[src/rtl/hps_pio_cmd_bridge.sv]
// Bridge between the HPS parallel-I/O handshake exports and the coprocessor core.
// Commands and results are buffered in FIFOs; the PIO side uses a four-phase handshake.
module hps_pio_cmd_bridge #(
  parameter int DATA_W    = 32,
  parameter int CMD_DEPTH = 8,
  parameter int RES_DEPTH = 4,
  parameter int SYNC_IN   = 0
) (
  input  logic                         clk_clk,
  input  logic                         reset_reset,
  input  logic [DATA_W-1:0]            instrucao,
  input  logic [1:0]                   act_ins,
  output logic [1:0]                   wait_s,
  output logic [DATA_W-1:0]            data,
  output logic [DATA_W-1:0]            cmd_data,
  output logic                         cmd_valid,
  input  logic                         cmd_ready,
  input  logic [DATA_W-1:0]            res_data,
  input  logic                         res_valid,
  output logic                         res_ready,
  output logic [$clog2(CMD_DEPTH):0]   cmd_level,
  output logic [$clog2(RES_DEPTH):0]   res_level
);

  localparam int CMD_AW = $clog2(CMD_DEPTH);
  localparam int RES_AW = $clog2(RES_DEPTH);
  localparam logic [CMD_AW:0] CMD_ONE = (CMD_AW+1)'(1);
  localparam logic [RES_AW:0] RES_ONE = (RES_AW+1)'(1);

  typedef enum logic {CI_IDLE, CI_ACK} ci_state_t;
  typedef enum logic [1:0] {R_EMPTY, R_PRESENT, R_DRAIN} r_state_t;

  logic [1:0] act;

  generate
    if (SYNC_IN != 0) begin : g_sync
      logic [1:0] sync_q1;
      logic [1:0] sync_q2;
      always_ff @(posedge clk_clk or posedge reset_reset) begin
        if (reset_reset) begin
          sync_q1 <= '0;
          sync_q2 <= '0;
        end else begin
          sync_q1 <= act_ins;
          sync_q2 <= sync_q1;
        end
      end
      assign act = sync_q2;
    end else begin : g_nosync
      assign act = act_ins;
    end
  endgenerate

  logic [DATA_W-1:0] cmd_mem [CMD_DEPTH];
  logic [CMD_AW:0]   cmd_wptr, cmd_rptr, cmd_wptr_nxt, cmd_rptr_nxt;
  logic              cmd_full, cmd_push, cmd_pop;

  logic [DATA_W-1:0] res_mem [RES_DEPTH];
  logic [RES_AW:0]   res_wptr, res_rptr, res_wptr_nxt, res_rptr_nxt;
  logic              res_empty, res_push, res_pop, data_load;

  ci_state_t ci_state, ci_next;
  r_state_t  r_state, r_next;

  assign cmd_full = (cmd_wptr[CMD_AW-1:0] == cmd_rptr[CMD_AW-1:0]) &&
                    (cmd_wptr[CMD_AW] != cmd_rptr[CMD_AW]);
  assign cmd_pop  = cmd_valid & cmd_ready;
  assign cmd_data = cmd_mem[cmd_rptr[CMD_AW-1:0]];

  assign res_empty = (res_wptr == res_rptr);
  assign res_push  = res_valid & res_ready;

  assign cmd_wptr_nxt = cmd_push ? cmd_wptr + CMD_ONE : cmd_wptr;
  assign cmd_rptr_nxt = cmd_pop  ? cmd_rptr + CMD_ONE : cmd_rptr;
  assign res_wptr_nxt = res_push ? res_wptr + RES_ONE : res_wptr;
  assign res_rptr_nxt = res_pop  ? res_rptr + RES_ONE : res_rptr;

  assign wait_s = {r_state == R_PRESENT, ci_state == CI_ACK};

  // One push per request phase: the ACK state blocks re-pushing until a[0] drops.
  always_comb begin
    ci_next  = ci_state;
    cmd_push = 1'b0;
    case (ci_state)
      CI_IDLE: begin
        if (act[0] && !cmd_full) begin
          cmd_push = 1'b1;
          ci_next  = CI_ACK;
        end
      end
      CI_ACK: begin
        if (!act[0]) ci_next = CI_IDLE;
      end
      default: ci_next = CI_IDLE;
    endcase
  end

  // The presented word stays in the FIFO until the HPS acknowledges it.
  always_comb begin
    r_next    = r_state;
    res_pop   = 1'b0;
    data_load = 1'b0;
    case (r_state)
      R_EMPTY: begin
        if (!res_empty) begin
          data_load = 1'b1;
          r_next    = R_PRESENT;
        end
      end
      R_PRESENT: begin
        if (act[1]) begin
          res_pop = 1'b1;
          r_next  = R_DRAIN;
        end
      end
      R_DRAIN: begin
        if (!act[1]) r_next = R_EMPTY;
      end
      default: r_next = R_EMPTY;
    endcase
  end

  always_ff @(posedge clk_clk or posedge reset_reset) begin
    if (reset_reset) begin
      ci_state <= CI_IDLE;
      r_state  <= R_EMPTY;
      data     <= '0;
    end else begin
      ci_state <= ci_next;
      r_state  <= r_next;
      if (data_load) data <= res_mem[res_rptr[RES_AW-1:0]];
    end
  end

  // Status outputs are registered from the post-edge pointer values.
  always_ff @(posedge clk_clk or posedge reset_reset) begin
    if (reset_reset) begin
      cmd_wptr  <= '0;
      cmd_rptr  <= '0;
      cmd_valid <= 1'b0;
      cmd_level <= '0;
      res_wptr  <= '0;
      res_rptr  <= '0;
      res_ready <= 1'b1;
      res_level <= '0;
    end else begin
      cmd_wptr  <= cmd_wptr_nxt;
      cmd_rptr  <= cmd_rptr_nxt;
      cmd_valid <= (cmd_wptr_nxt != cmd_rptr_nxt);
      cmd_level <= cmd_wptr_nxt - cmd_rptr_nxt;
      res_wptr  <= res_wptr_nxt;
      res_rptr  <= res_rptr_nxt;
      res_ready <= !((res_wptr_nxt[RES_AW-1:0] == res_rptr_nxt[RES_AW-1:0]) &&
                     (res_wptr_nxt[RES_AW] != res_rptr_nxt[RES_AW]));
      res_level <= res_wptr_nxt - res_rptr_nxt;
    end
  end

  always_ff @(posedge clk_clk) begin
    if (cmd_push) cmd_mem[cmd_wptr[CMD_AW-1:0]] <= instrucao;
    if (res_push) res_mem[res_wptr[RES_AW-1:0]] <= res_data;
  end

endmodule

[config.mk]
export PLATFORM = sky130hd
export DESIGN_NAME = hps_pio_cmd_bridge
export DESIGN_NICKNAME = d
export VERILOG_FILES = /design/src/rtl/hps_pio_cmd_bridge.sv
export SDC_FILE = /design/constraint.sdc
export NUM_CORES = 1
export LEC_CHECK = 0
export ABC_AREA = 0
export CAP_MARGIN = 20
export CORE_UTILIZATION = 55
export DETAILED_ROUTE_END_ITERATION = 10
export PLACE_DENSITY = 0.76
export SLEW_MARGIN = 15
export SYNTH_ARGS = -nofsm -noshare
export SYNTH_HDL_FRONTEND = slang
export SYNTH_SLANG_ARGS = --single-unit
[constraint.sdc]
create_clock -name clk_clk -period 9.4 [get_ports clk_clk]
set_input_delay 1.41 -clock clk_clk [delete_from_list [all_inputs] [get_ports clk_clk]]
set_output_delay 1.41 -clock clk_clk [all_outputs]
set_load 0.01 [all_outputs]
### Word level (Yosys, flattened, before mapping)

Memories as Yosys holds them, arrays and structs flattened. A register that Yosys moved wholly into a read port is not among the register bits.
Index checks and enable logic that the tools add are counted.

| storage, ports and cells | value |
|---|---|
| register bits | 26 |
| memory bits (writable) | 384 |
| input bits | 70 |
| output and inout bits | 75 |
| word-level logic and storage cells | 59 |
| memories kept | 2 |

| operators by class | value |
|---|---|
| $add $sub $neg | 6 |
| equality and inequality tests | 11 |
| mux-type cells | 20 |
| bitwise operators | 3 |
| reduce and logical (&&, ||, !) cells | 7 |

Memories:

| memory | depth | bits a word | rd ports | clocked after Yosys merged registers in | write ports | RTL line | text |
|---|---|---|---|---|---|---|---|
| cmd_mem | 8 | 32 | 1 | 0 | 1 | 54 | `logic [DATA_W-1:0] cmd_mem [CMD_DEPTH];` |
| res_mem | 4 | 32 | 1 | 1 | 1 | 58 | `logic [DATA_W-1:0] res_mem [RES_DEPTH];` |

Operators with widths:

| kind | count |
|---|---|
| $mux 1 | 11 |
| $add 4x1->4 const B | 2 |
| $mux 4 | 2 |
| $add 3x1->3 const B | 2 |
| $eq 3x3->1 | 2 |
| $mux 2 | 3 |
| $mux 3 | 2 |
| $ne 2x2->1 const B | 3 |
| $pmux 2 s3 | 1 |
| $ne 4x4->1 | 1 |
| $sub 4x4->4 | 1 |
| $logic_and 1x1->1 | 3 |
| $reduce_and 3->1 | 1 |
| $sub 3x3->3 | 1 |
| $and 1x1->1 | 2 |
| $eq 2x1->1 const B | 1 |
| $eq 2x2->1 | 1 |
| $eq 2x2->1 const B | 1 |
| $logic_not 1->1 | 2 |
| $logic_not 2->1 | 1 |
| $ne 1x1->1 | 2 |
| $pmux 1 s2 | 1 |
| $not 1->1 | 1 |

### Logic depth before layout (Yosys ltp)

| logic depth | value |
|---|---|
| word-level depth | 8 |
| mapped depth | 9 |
| gate-level depth less buffers | 8 |

### Worst setup path after synthesis

No wires, ideal clock.

| timing path | value |
|---|---|
| kind | input-to-reg |
| start | in act_ins[0] |
| end | mem cmd_mem[1][0] (enable) |
| setup time | 0.461 ns |
| data arrival time | 4.110 ns |
| required time | 8.939 ns |
| setup slack | 4.829 ns |
| stages | 4 |
| path buffers | 0 |
| cell sequence | nand2b_1 -> a41oi_4 -> nand2_1 -> nor3_1 |

| on the way | value |
|---|---|
| longest elaborated chain between the ends | 5 |

Ends and longest elaborated chain:

| element | RTL line | text |
|---|---|---|
| start: declaration | 12 | `input logic [1:0] act_ins,` |
| $logic_and 1x1->1 | 86 | `if (act[0] && !cmd_full) begin` |
| $mux 1 | 86 |  |
| $mux 1 | 84 | `case (ci_state)` |
| $mux 1 | 160 | `if (cmd_push) cmd_mem[cmd_wptr[CMD_AW-1:0]] <= instrucao;` |
| $mux 1 (implied by the code) | 160 |  |
| end: declaration | 54 |  |

No other way between the ends.

### Worst setup path after layout

| timing path | value |
|---|---|
| start | reg cmd_rptr[0] |
| end | out cmd_data[31] |

| on the way | value |
|---|---|
| longest elaborated chain between the ends | 1 |

Ends and longest elaborated chain:

| element | RTL line | text |
|---|---|---|
| start: declaration | 55 | `logic [CMD_AW:0] cmd_wptr, cmd_rptr, cmd_wptr_nxt, cmd_rptr_nxt;` |
| start signal: assignment | 148 | `cmd_rptr <= cmd_rptr_nxt;` |
| $mem_v2 8x32 | - |  |
| end: declaration | 15 | `output logic [DATA_W-1:0] cmd_data,` |

No other way between the ends.

==> impl_metrics.py <==
metrics = {
    "cts": {
        "cts_buffers": 44,
        "clk_latency_ps": 540,
        "cts_tree": "yes",
        "clkTransAtPathRegs_ps": 60,
        "cts.sinks": 442,
        "clk_path_buf_depth": 3,
        "post-cts-setup-buffer-count": 0,
        "cts_resized": 0,
        "root_buffer": "clkbuf_16",
        "ctsHoldBuffers": 0,
        "htreeDepth": 2,
    },
    "timing": {
        "relSlewSlack": 0.351,
        "setup_slack_ps": 4600,
        "tns_ps": 0,
        "hold_ws_ps": 495,
        "post-route-period-util": 0.510,
        "finalHoldViolations": 0,
        "rsz0062_at_grt": "false",
        "tightest_slew_ps": 974,
        "setup_viol": 0,
        "skew_ps": 19.0,
        "drv_slew": 0,
        "fin_crit_ps": 4800,
        "fmax_mhz": 209,
    },
    "synthesis": {
        "syn_avg_cell_area_um2": 20.9,
        "synth_edf_count": 384,
        "synth_cell_types": 37,
        "synthCells": 805,
        "synth.largest_area_cell": "edfxtp_1",
        "ys_ff_latch": 442,
        "yosysWarningCount": 0,
        "synth_top_cell_area_share": 0.685,
        "synth_ff_type": "edfxtp_1",
        "netlist_area_um2": 16800,
        "yosysSeqAreaShare": 0.771,
        "syn_nets": 889,
        "synth-async-reset-ratio": 0.131,
        "synth_area_leaders": "edfxtp_1 69%, mux4_2 13%, dfrtp_1 8.5%",
    },
    "worst_setup_path": {
        "path_cells": "buf_4 -> mux4_2 -> nand2_1 -> nand2_1 -> clkdlybuf4s50_1",
        "critPathKind": "register to output pin",
        "r2r-end": "cmd_mem[0][13]",
        "crit_path_start_kind": "register",
        "arrival_ps": 3390,
        "critPathMostFrequentCell": "nand2_1",
        "r2r-start": "cmd_rptr[0]",
        "cpMaxStageDelayCell": "dfrtp_4",
        "ff2ff_path_depth": 5,
        "r2r_slack_ps": 6120,
        "endpoint_kind": "output pin",
        "critical_path.max_fanout": 37,
        "crit_path_max_incr_delay_ps": 860,
        "crit_required_ps": 7990,
    },
    "drt": {
        "drt_first_pass_iters": 5,
        "routed_wl_um": 31800,
        "vias_per_cell": 5.71,
        "vias": 7998,
        "first_iter_violations": 570,
        "wl_per_cell_um": 22.7,
        "ant_nets": 0,
        "drc": 0,
    },
    "place": {
        "pre_cts_slack_ps": 5060,
        "placed_cell_area_um2": 18800,
        "portBuffers": 144,
        "dp.final_hpwl_um": 17500,
        "gp_congestion": 0.730,
        "dp.cells": 1318,
    },
    "layout": {
        "syn2layout_area_growth_pct": 20.2,
        "layout_common_cells": "384 x edfxtp_1, 144 x clkdlybuf4s50_1, 102 x nand2_1",
        "stdcell_area_um2": 20200,
        "drive_gt1_frac": 0.228,
        "final_common_cell": "edfxtp_1",
        "nNetsFinal": 1058,
        "fillerInstances": 1881,
        "final_cells": 1400,
    },
    "run": {
        "cap_viol_max_count": 0,
    },
    "pwr": {
        "p_leak_nw": 6.93,
        "ir_worst_vdd_mv": 0.207,
        "p_per_area_nw_per_um2": 323,
    },
    "floorplanning": {
        "die_w_um": 177,
        "start_util": 0.563,
        "num_io_pins": 145,
        "core-area_um2": 29900,
        "rows": 63,
        "dieArea_um2": 31300,
        "die_h_um": 177,
    },
    "outcome": {
        "status": "completed",
    },
    "grt": {
        "grt_max_degree": 59,
        "grt_pass1_vias": 8566,
        "grt.total_usage": 0.211,
        "gr-total-overflow": 0,
        "grt_first_pass_wirelength_um": 48800,
        "antenna_found_initial": 0,
    },
    "hold_path": {
        "hold_end": "data[16]",
        "min-delay-path-class": "register to register",
        "min_delay_path_depth": 1,
        "min_from": "data[16]",
    },
}
-- cell families after synthesis --
family,synth area share
flops,0.771
buf+inv,0.0149
mux,0.153
simple gates,0.0320
fa+ha+maj,0.0113
xor+xnor,0.0123
compound gates,0.00565
-- worst max-delay path, delay by kind of cell, from the launching register on --
family | cells | cell delay, ps
buffers and inverters | 2 | 1220
flip-flops | 1 | 860
multiplexers | 1 | 600
AND/OR/NAND/NOR | 2 | 160
-- power breakdown --
part	internal [mW]	total, mW	switching, mW
sequential	2.50	2.69	0.196
combinational	1.10	2.09	0.990
clock	1.04	1.74	0.701
total	4.64	6.53	1.89
-- cell type report --
class	count	area, um^2	area share
Timing Repair Buffer	160	1560	0.0772
Clock inverter	28	278	0.0137
Tap cell	390	488	0.0241
Antenna cell	1	2.50	0.000124
Clock buffer	53	1190	0.0587
Multi-Input combinational cell	307	3650	0.180
Sequential cell	442	13000	0.642
Inverter	19	71.3	0.00353
-- flip-flops by register name, indices dropped and copies added, names as in the netlist --
| name | count |
|---|---|
| cmd_rptr | 4 |
| res_ready | 1 |
| cmd_level | 4 |
| res_wptr | 3 |
| cmd_valid | 1 |
| ci_state | 1 |
| r_state | 2 |
| res_rptr | 3 |
| data | 32 |
| res_mem | 128 |
| cmd_mem | 256 |
| cmd_wptr | 4 |
| res_level | 3 |
-- per-layer routing --
metal / up-vias / GRT usage / part of all wire
met4: 0 / 0.0499 / 0.015
met2: 260 / 0.360 / 0.51
li1: 3520 / - / -
met1: 4177 / 0.274 / 0.41
met3: 41 / 0.0503 / 0.071
met5: - / 0 / 0
-- worst max path at each step --
stage | start | depth (start not counted) | to
after global placement | cmd_rptr[0] | 5 | cmd_data[31]
final | cmd_rptr[0] | 5 | cmd_data[31]
after floorplan | act_ins[0] | 4 | cmd_mem[1][0]
after global routing | cmd_rptr[0] | 5 | cmd_data[31]
after detailed placement | cmd_rptr[0] | 5 | cmd_data[31]
after CTS | cmd_rptr[0] | 5 | cmd_data[31]
-- stage by stage --
step / utilization / total power, mW
CTS: 0.677 / 6.61
finish: 0.677 / 6.53
floorplan: - / 4.04
global placement: 0.628 / 4.81
detailed placement: 0.628 / 4.85
global route: 0.677 / 6.86
-- cell usage after synthesis, drive strengths merged (2+ instances only) --
master  instances
fa              2
nor3            3
mux2           36
nand3           3
o21a            2
ha             12
nand2b          6
clkbuf          9
xnor2          17
xor2            4
dfrtp          57
nor2            7
mux4           96
buf            28
nand2         102
and3            5
inv            18
edfxtp        384
(Power assumes the default switching activity.)
